[src/rtl/haze_frame_ctrl.sv]
// Frame sequencer for the dehaze pipeline: measures the dark-channel maximum per
// frame and updates atmospheric light and frame-constant parameters at frame end.
module haze_frame_ctrl #(
  parameter logic [10:0] IMG_HDISP = 11'd1024,
  parameter logic [10:0] IMG_VDISP = 11'd768
) (
  input  logic        clk,
  input  logic        rst_n,
  input  logic        per_frame_vsync,
  input  logic        per_frame_href,
  input  logic        per_frame_clken,
  input  logic [7:0]  per_img_dark,
  input  logic        cfg_enable,
  input  logic [7:0]  cfg_omega,
  input  logic [7:0]  cfg_a_min,
  input  logic        cfg_update,
  output logic        dehaze_en,
  output logic [7:0]  omega_active,
  output logic [7:0]  atmos_A,
  output logic        frame_done,
  output logic        frame_err,
  output logic [15:0] frame_cnt
);

  typedef enum logic [1:0] {IDLE, WAIT_SOF, ACTIVE, UPDATE} state_t;

  state_t      state_q, state_d;
  logic        vsync_q, href_q;
  logic [10:0] pix_cnt_q, pix_cnt_d;
  logic [10:0] line_cnt_q, line_cnt_d;
  logic [7:0]  dark_max_q, dark_max_d;
  logic        line_err_q, line_err_d;
  logic        first_frame_q;
  logic        sh_enable_q;
  logic [7:0]  sh_omega_q, sh_a_min_q;
  logic        dehaze_en_q;
  logic [7:0]  omega_q, atmos_q;
  logic        frame_err_q;
  logic [15:0] frame_cnt_q;

  function automatic logic [10:0] sat_inc11(input logic [10:0] v);
    return (v == 11'h7FF) ? v : v + 11'd1;
  endfunction

  function automatic logic [7:0] max8(input logic [7:0] a, input logic [7:0] b);
    return (a > b) ? a : b;
  endfunction

  logic sof, eof, eol, pix_vld;
  assign sof     = per_frame_vsync & ~vsync_q;
  assign eof     = ~per_frame_vsync & vsync_q;
  assign eol     = ~per_frame_href & href_q;
  assign pix_vld = per_frame_clken & per_frame_href;

  // Frame-end arithmetic: IIR (3*A + max)/4 held in 10 bits, then a_min clamp
  logic       good, en_rise, load_direct;
  logic [9:0] iir_sum;
  logic [7:0] a_raw, a_new;
  assign good        = ~line_err_q && (line_cnt_q == IMG_VDISP);
  assign en_rise     = sh_enable_q & ~dehaze_en_q;
  assign load_direct = first_frame_q | en_rise;
  assign iir_sum     = ({2'b00, atmos_q} << 1) + {2'b00, atmos_q} + {2'b00, dark_max_q};
  assign a_raw       = load_direct ? dark_max_q : iir_sum[9:2];
  assign a_new       = max8(a_raw, sh_a_min_q);

  always_ff @(posedge clk or negedge rst_n) begin
    if (!rst_n) state_q <= IDLE;
    else        state_q <= state_d;
  end

  always_comb begin
    state_d = state_q;
    case (state_q)
      IDLE:     state_d = WAIT_SOF;
      WAIT_SOF: if (sof) state_d = ACTIVE;
      ACTIVE:   if (eof) state_d = UPDATE;
      UPDATE:   state_d = WAIT_SOF;
      default:  state_d = IDLE;
    endcase
  end

  always_comb begin
    frame_done = (state_q == UPDATE);
  end

  always_comb begin
    pix_cnt_d  = pix_cnt_q;
    line_cnt_d = line_cnt_q;
    dark_max_d = dark_max_q;
    line_err_d = line_err_q;
    if ((state_q == WAIT_SOF || state_q == ACTIVE) && sof) begin
      pix_cnt_d  = 11'd0;
      line_cnt_d = 11'd0;
      dark_max_d = 8'd0;
      line_err_d = 1'b0;
    end else if (state_q == ACTIVE) begin
      if (pix_vld) begin
        pix_cnt_d  = sat_inc11(pix_cnt_q);
        dark_max_d = max8(dark_max_q, per_img_dark);
      end
      if (eol) begin
        if (pix_cnt_q != IMG_HDISP) line_err_d = 1'b1;
        line_cnt_d = sat_inc11(line_cnt_q);
        pix_cnt_d  = 11'd0;
      end
    end
  end

  // Measurement stage
  always_ff @(posedge clk or negedge rst_n) begin
    if (!rst_n) begin
      vsync_q    <= 1'b0;
      href_q     <= 1'b0;
      pix_cnt_q  <= 11'd0;
      line_cnt_q <= 11'd0;
      dark_max_q <= 8'd0;
      line_err_q <= 1'b0;
    end else begin
      vsync_q    <= per_frame_vsync;
      href_q     <= per_frame_href;
      pix_cnt_q  <= pix_cnt_d;
      line_cnt_q <= line_cnt_d;
      dark_max_q <= dark_max_d;
      line_err_q <= line_err_d;
    end
  end

  // Shadow and frame-constant output stage
  always_ff @(posedge clk or negedge rst_n) begin
    if (!rst_n) begin
      sh_enable_q   <= 1'b0;
      sh_omega_q    <= 8'd0;
      sh_a_min_q    <= 8'd0;
      first_frame_q <= 1'b1;
      dehaze_en_q   <= 1'b0;
      omega_q       <= 8'd0;
      atmos_q       <= 8'd255;
      frame_cnt_q   <= 16'd0;
      frame_err_q   <= 1'b0;
    end else begin
      if (cfg_update) begin
        sh_enable_q <= cfg_enable;
        sh_omega_q  <= cfg_omega;
        sh_a_min_q  <= cfg_a_min;
      end
      if (state_q == UPDATE) begin
        dehaze_en_q <= sh_enable_q;
        omega_q     <= sh_omega_q;
        if (good) begin
          atmos_q       <= a_new;
          first_frame_q <= 1'b0;
          frame_cnt_q   <= frame_cnt_q + 16'd1;
        end else if (en_rise) begin
          first_frame_q <= 1'b1;
        end
      end
      if ((state_q == UPDATE && !good) || (state_q == ACTIVE && sof))
        frame_err_q <= 1'b1;
      else if (cfg_update)
        frame_err_q <= 1'b0;
    end
  end

  assign dehaze_en    = dehaze_en_q;
  assign omega_active = omega_q;
  assign atmos_A      = atmos_q;
  assign frame_err    = frame_err_q;
  assign frame_cnt    = frame_cnt_q;

endmodule

[config.mk]
export PLATFORM = sky130hd
export DESIGN_NAME = haze_frame_ctrl
export DESIGN_NICKNAME = d
export VERILOG_FILES = /design/src/rtl/haze_frame_ctrl.sv
export SDC_FILE = /design/constraint.sdc
export NUM_CORES = 1
export LEC_CHECK = 0
export BUFFER_PORTS_ARGS = -buffer_cell sky130_fd_sc_hd__buf_2
export CAP_MARGIN = 20
export CORE_ASPECT_RATIO = 1.25
export CORE_MARGIN = 1
export CORE_UTILIZATION = 55
export DETAILED_ROUTE_END_ITERATION = 10
export PLACE_DENSITY = 0.86
export SYNTH_ARGS = -nofsm -noshare
export SYNTH_HDL_FRONTEND = slang
export SYNTH_SLANG_ARGS = --single-unit
[constraint.sdc]
create_clock -name clk -period 4.9 [get_ports clk]
set_clock_uncertainty 0.05 [all_clocks]
set_input_delay 0.49 -clock clk [delete_from_list [all_inputs] [get_ports clk]]
set_output_delay 0.49 -clock clk [all_outputs]
set_load 0.01 [all_outputs]
Word level (Yosys, flattened, before mapping)
Index checks and enable logic that the tools add are counted.

storage, ports and cells
  bits in registers = 87
  input port bits = 31

operators by class
  $add $sub $neg = 5
  order comparisons = 2
  eq/ne operators = 12
  mux-type cells = 26
  bitwise gates (word level) = 11
  reduce and logical (&&, ||, !) cells = 23

operator list
  kind                   number
  $mux 11                9
  $mux 8                 6
  $add 11x1->11 const B  2
  $eq 11x11->1 const B   2
  $add 16x1->16 const B  1
  $gt 8x8->1             2
  $reduce_and 3->1       4
  $reduce_bool 2->1      6
  $eq 11x10->1 const B   1
  $ne 11x11->1 const B   1
  $add 10x8->10          1
  $add 9x8->10           1
  $mux 1                 8
  $ne 2x2->1 const B     4
  $pmux 2 s3             1
  $reduce_and 2->1       3
  $and 1x1->1            5
  $not 1->1              5
  $eq 2x2->1 const B     2
  $logic_and 1x1->1      4
  $mux 2                 2
  $ne 3x3->1 const B     1
  $reduce_bool 3->1      1
  $eq 2x1->1 const B     1
  5 further kinds        6

Logic depth before layout (Yosys ltp)
  depth after elaboration = 6
  gate-level depth with buffers = 17
  gate-level depth less buffers = 16

Worst setup path after synthesis
Ideal clock, no wire load.

  path type = flip-flop to flip-flop
  start = register atmos_q[0] (netlist: atmos_A[0])
  end = register atmos_q[1] (netlist: atmos_A[1])
  arrival time = 3758 ps
  required time = 4765 ps
  setup slack = 1007 ps
  cell stages (with the launch flop) = 18
  path buffers = 1
  period minus slack after synthesis = 3893 ps
  cell sequence = dfstp_2 > inv_1 > fa_1 > or3_1 > fa_1 > nand2b_1 > a21oi_1 > o21ai_0 > or3b_2 > a31oi_1 > inv_1 > ha_1 > a21oi_1 > o21ai_0 > o22ai_1 > clkbuf_1 > mux2i_1 > o21ai_0

between the ends
  word-level cells in the longest chain between the ends = 5

RTL lines
  item                    line  source
  start, declared         37    logic [7:0] omega_q, atmos_q;
  start signal, assigned  150   atmos_q <= a_new;
  $add 9x8->10 *          62    assign iir_sum = ({2'b00, atmos_q} << 1) + {2'b00, atmos_q} + {2'b00, dark_max_q};
  $add 10x8->10 *         62
  $mux 8 *                63    assign a_raw = load_direct ? dark_max_q : iir_sum[9:2];
  $gt 8x8->1              46    return (a > b) ? a : b;
  $mux 8 *                46

Every way passes the cells marked *; elsewhere a longest branch is shown, timed or not.
A chain may end at the register's enable or synchronous reset.

Worst setup path after layout
  start = register atmos_q[0] (netlist: atmos_A[0])
  end = register atmos_q[7] (netlist: atmos_A[7])

Same word-level chain as after synthesis.

==> impl_results.md <==
- Outcome: complete, no violations
- Req. time, crit path: ~5 ns
- Nets: 632
- Clock share of power: between 20% and 30%
- Leading area contributor after synthesis: dfrtp_1
- # setup viols final: 0
- Initial antenna violation count: 0
- CTS sink cnt: a little under 90
- Post-DP Area: 5430 um2
- Internal: approximately 1.5 mW
- Post-synth EDFFs: 0
- Via density: about 5.7
- First-pass GRT wire length: around 18 mm
- Crit path arrival time: between 4 and 5 ns
- Ys async rst share: between 90% and 100%
- GPL Wtd Cong: between 0.9 and 1
- Starting DRT DRC Count: approximately 190
- Worst-skew pair later-pin latency: approximately 0.37 ns
- Peak supply drop: 0.278 mV
- Fin area: between 5000 and 6000 um2
- Leakage power: 2.77 nW
- Post-Synth Simple-Gate Area: around 19%
- Slew Limit Fails: 0
- RSZ-0062 raised after global routing: false
- Switching share of power: 36.1%
- IO Pins: 66
- Final period util: around 89%
- Minimum clock period: about 4.4 ns
- Main synth FF type: dfrtp_1
- DR WL/cell: 15.9 um
- Power per cell area: 416 nW/um2
- Syn Nets: approximately 560
- Worst rel slew slack: approximately half
- CTS Buffer Depth: 2
- Share of the synthesized area in the top cell type: 39.2%
- Max-cap violations: 0
- Synth warnings: 0
- Synth top cells by count: dfrtp_1, nand2_1, inv_1
- Post-route setup slack: around 0.54 ns
- Reg power frac: 40.4%
- Placement Setup Slack: 0.586 ns
- Cell Area, Synth: around 5000 um2
- Sw power: around 850 uW
- CTS resizes: 0
- WS Path Type: reg -> reg
- Area grow syn2layout: 13.6%
- Post-Syn Area per Cell: 10.1 um2
- Power, Total: 2.35 mW
- CTS tree: yes
- Fillers: around 750
- GRT Overall Usage: 25.3%
- Synth unique cells: 58
- Worst hold start: per_frame_href
- Drt drc: 0
- Vias in the first global route: approximately 4000
- Largest family of logic cells by synthesized area: simple AND/OR/NAND/NOR gates
- PortBufs: 65
- Xor/xnor share of the synthesized area: 4.92%
- Hold/Removal Path Class: in -> reg
- Initial core utilization: 56.9%
- Comb pwr share: between 30% and 40%
- R2r startpoint: atmos_A[0]
- Largest net degree at the start of global routing: 60
- FP Rows: 38
- Critical path launch point type: flop
- Slew @ Worst Pin: approximately 0.74 ns
- Cell count after synthesis: ~490
- Core box area: between 8000 and 9000 um2
- Maximum fanout along the worst path: 11
- Crit. Startpoint: atmos_A[0]
- Vias: between 3000 and 4000
- Synth top area cells: dfrtp_1, ha_1, dfstp_2
- Total Wirelength: ~11 mm
- Grt ovf: 0
- Most common cell in the netlist: dfrtp_1
- Antenna viol nets, final: 0
- Hold Fails Final Rpt: 0
- Num CTS Buffers: 9
- CTS H-Tree Depth: 3
- Clk slew on worst S/H paths: around 0.090 ns
- Min Hold Slack: approximately 0.26 ns
- Fmax: 229 MHz
- Layout cell share with drive strength beyond 1: 23.1%
- Die area: about 9400 um2
- Final HPWL DP: roughly 8.1 mm
- Chip width: just under 90 um
- Adder-Cell Fraction of Synth Area: a little under an eighth
- Die Span Y: between 100 and 150 um
- Mux contribution to synthesized area: 5.55%
- Compound-Gate Fraction of Synth Area: 11.9%
- Flops & latches, synth: just under 90
- Root Buffer: clkbuf_8
- Worst setup EP type: flop
- Ant diodes: 0
- Drt pass-1 iters: 4
- R2R Setup Slk: ~0.54 ns
- Fin Setup TNS: 0 ns
- Register area share after synthesis: between 40 and 50%
[through the flow]
step / cells / utilization, %
6_report: 686 / 64.7
5_1_grt: 686 / 64.7
4_1_cts: 686 / 64.7
3_5_place_dp: 669 / 62.0
3_3_place_gp: 669 / 62.0
2_1_floorplan: 493 / -
[registers in the layout, summed over array words and instances (netlist names), 2 cells and up]
signal        flops
atmos_A           8
dark_max_q        8
frame_cnt        16
line_cnt_q       11
omega_active      8
pix_cnt_q        11
sh_a_min_q        8
sh_omega_q        8
state_q           2
[metal layers]
metal	track usage [%]	wire length, um
met4	12.4	345
met1	28.2	4360
met5	0	0
met3	6.18	345
met2	44.9	5840
[cell families (layout without fill, tap and decap cells)]
family / count (synthesis) / count (layout)
flip-flops: 87 / 87
adder cells (fa/ha/maj): 40 / 40
XOR/XNOR: 28 / 28
AND/OR/NAND/NOR: 173 / 173
multiplexers: 25 / 25
AO/OA/AOI/OAI: 90 / 90
buffers and inverters: 50 / 123
[power by group through the flow]
stage	logic, mW	registers, mW	clock network [mW]
after CTS	0.838	0.948	0.574
after floorplan	0.583	0.951	0
after global placement	0.776	0.953	0
after global routing	0.939	0.965	0.606
final	0.839	0.950	0.563
after detailed placement	0.833	0.961	0
[final timing paths]
check,end,cells past startpoint
worst max-delay path,atmos_A[7],15
worst min-delay path,href_q,1
worst max register to register,atmos_A[7],15
worst min register to register,frame_cnt[15],1
max in group asynchronous,omega_active[6],3
min in group asynchronous,dark_max_q[2],2
[cell usage in the layout, fill, tap and decap left out, types with 7 or more instances in the layout]
| cell type | Yosys | final |
|---|---|---|
| dfstp_2 | 9 | 9 |
| a21oi_1 | 21 | 21 |
| nand3_1 | 21 | 21 |
| inv_1 | 39 | 39 |
| xnor2_1 | 12 | 12 |
| xor2_1 | 16 | 16 |
| o21ai_0 | 26 | 26 |
| a22o_1 | 8 | 8 |
| ha_1 | 32 | 32 |
| fa_1 | 8 | 8 |
| nor3_1 | 7 | 7 |
| nand2_1 | 55 | 55 |
| mux2_2 | 21 | 21 |
| nand4_1 | 10 | 10 |
| buf_2 | 0 | 64 |
| nor2_1 | 35 | 35 |
| dfrtp_1 | 78 | 78 |
| clkbuf_8 | 0 | 10 |
[final cells by class]
class	instances	area, um2	share of cell area (%)
timing repair buffer	68	353	6.23
multi-input combinational	356	2600	45.9
sequential	87	2190	38.7
inverter	39	146	2.59
tap	120	150	2.65
clock inverter	5	82.6	1.46
clock buffer	11	141	2.50
[worst max-delay path, cell delays in order, from the launching register on]
cell and delay (ns):
dfstp_2 0.56, inv_1 0.08, fa_1 0.49, or3_1 0.34, fa_1 0.41, nand2b_1 0.19, a21oi_1 0.23, o31ai_1 0.12
a211oi_1 0.31, ha_1 0.32, a21oi_1 0.13, o21ai_0 0.11, o22ai_1 0.13, buf_4 0.20, mux2_2 0.35, mux2_2 0.26
[what timing repair did]
action | 4_1_cts | 5_1_grt
hold buffers | 1 | 0
setup buffers | 0 | 0
endpoints found under the hold margin | 27 | 0
setup endpoints to repair | 0 | 0
Power figures use the tool's default switching activity.
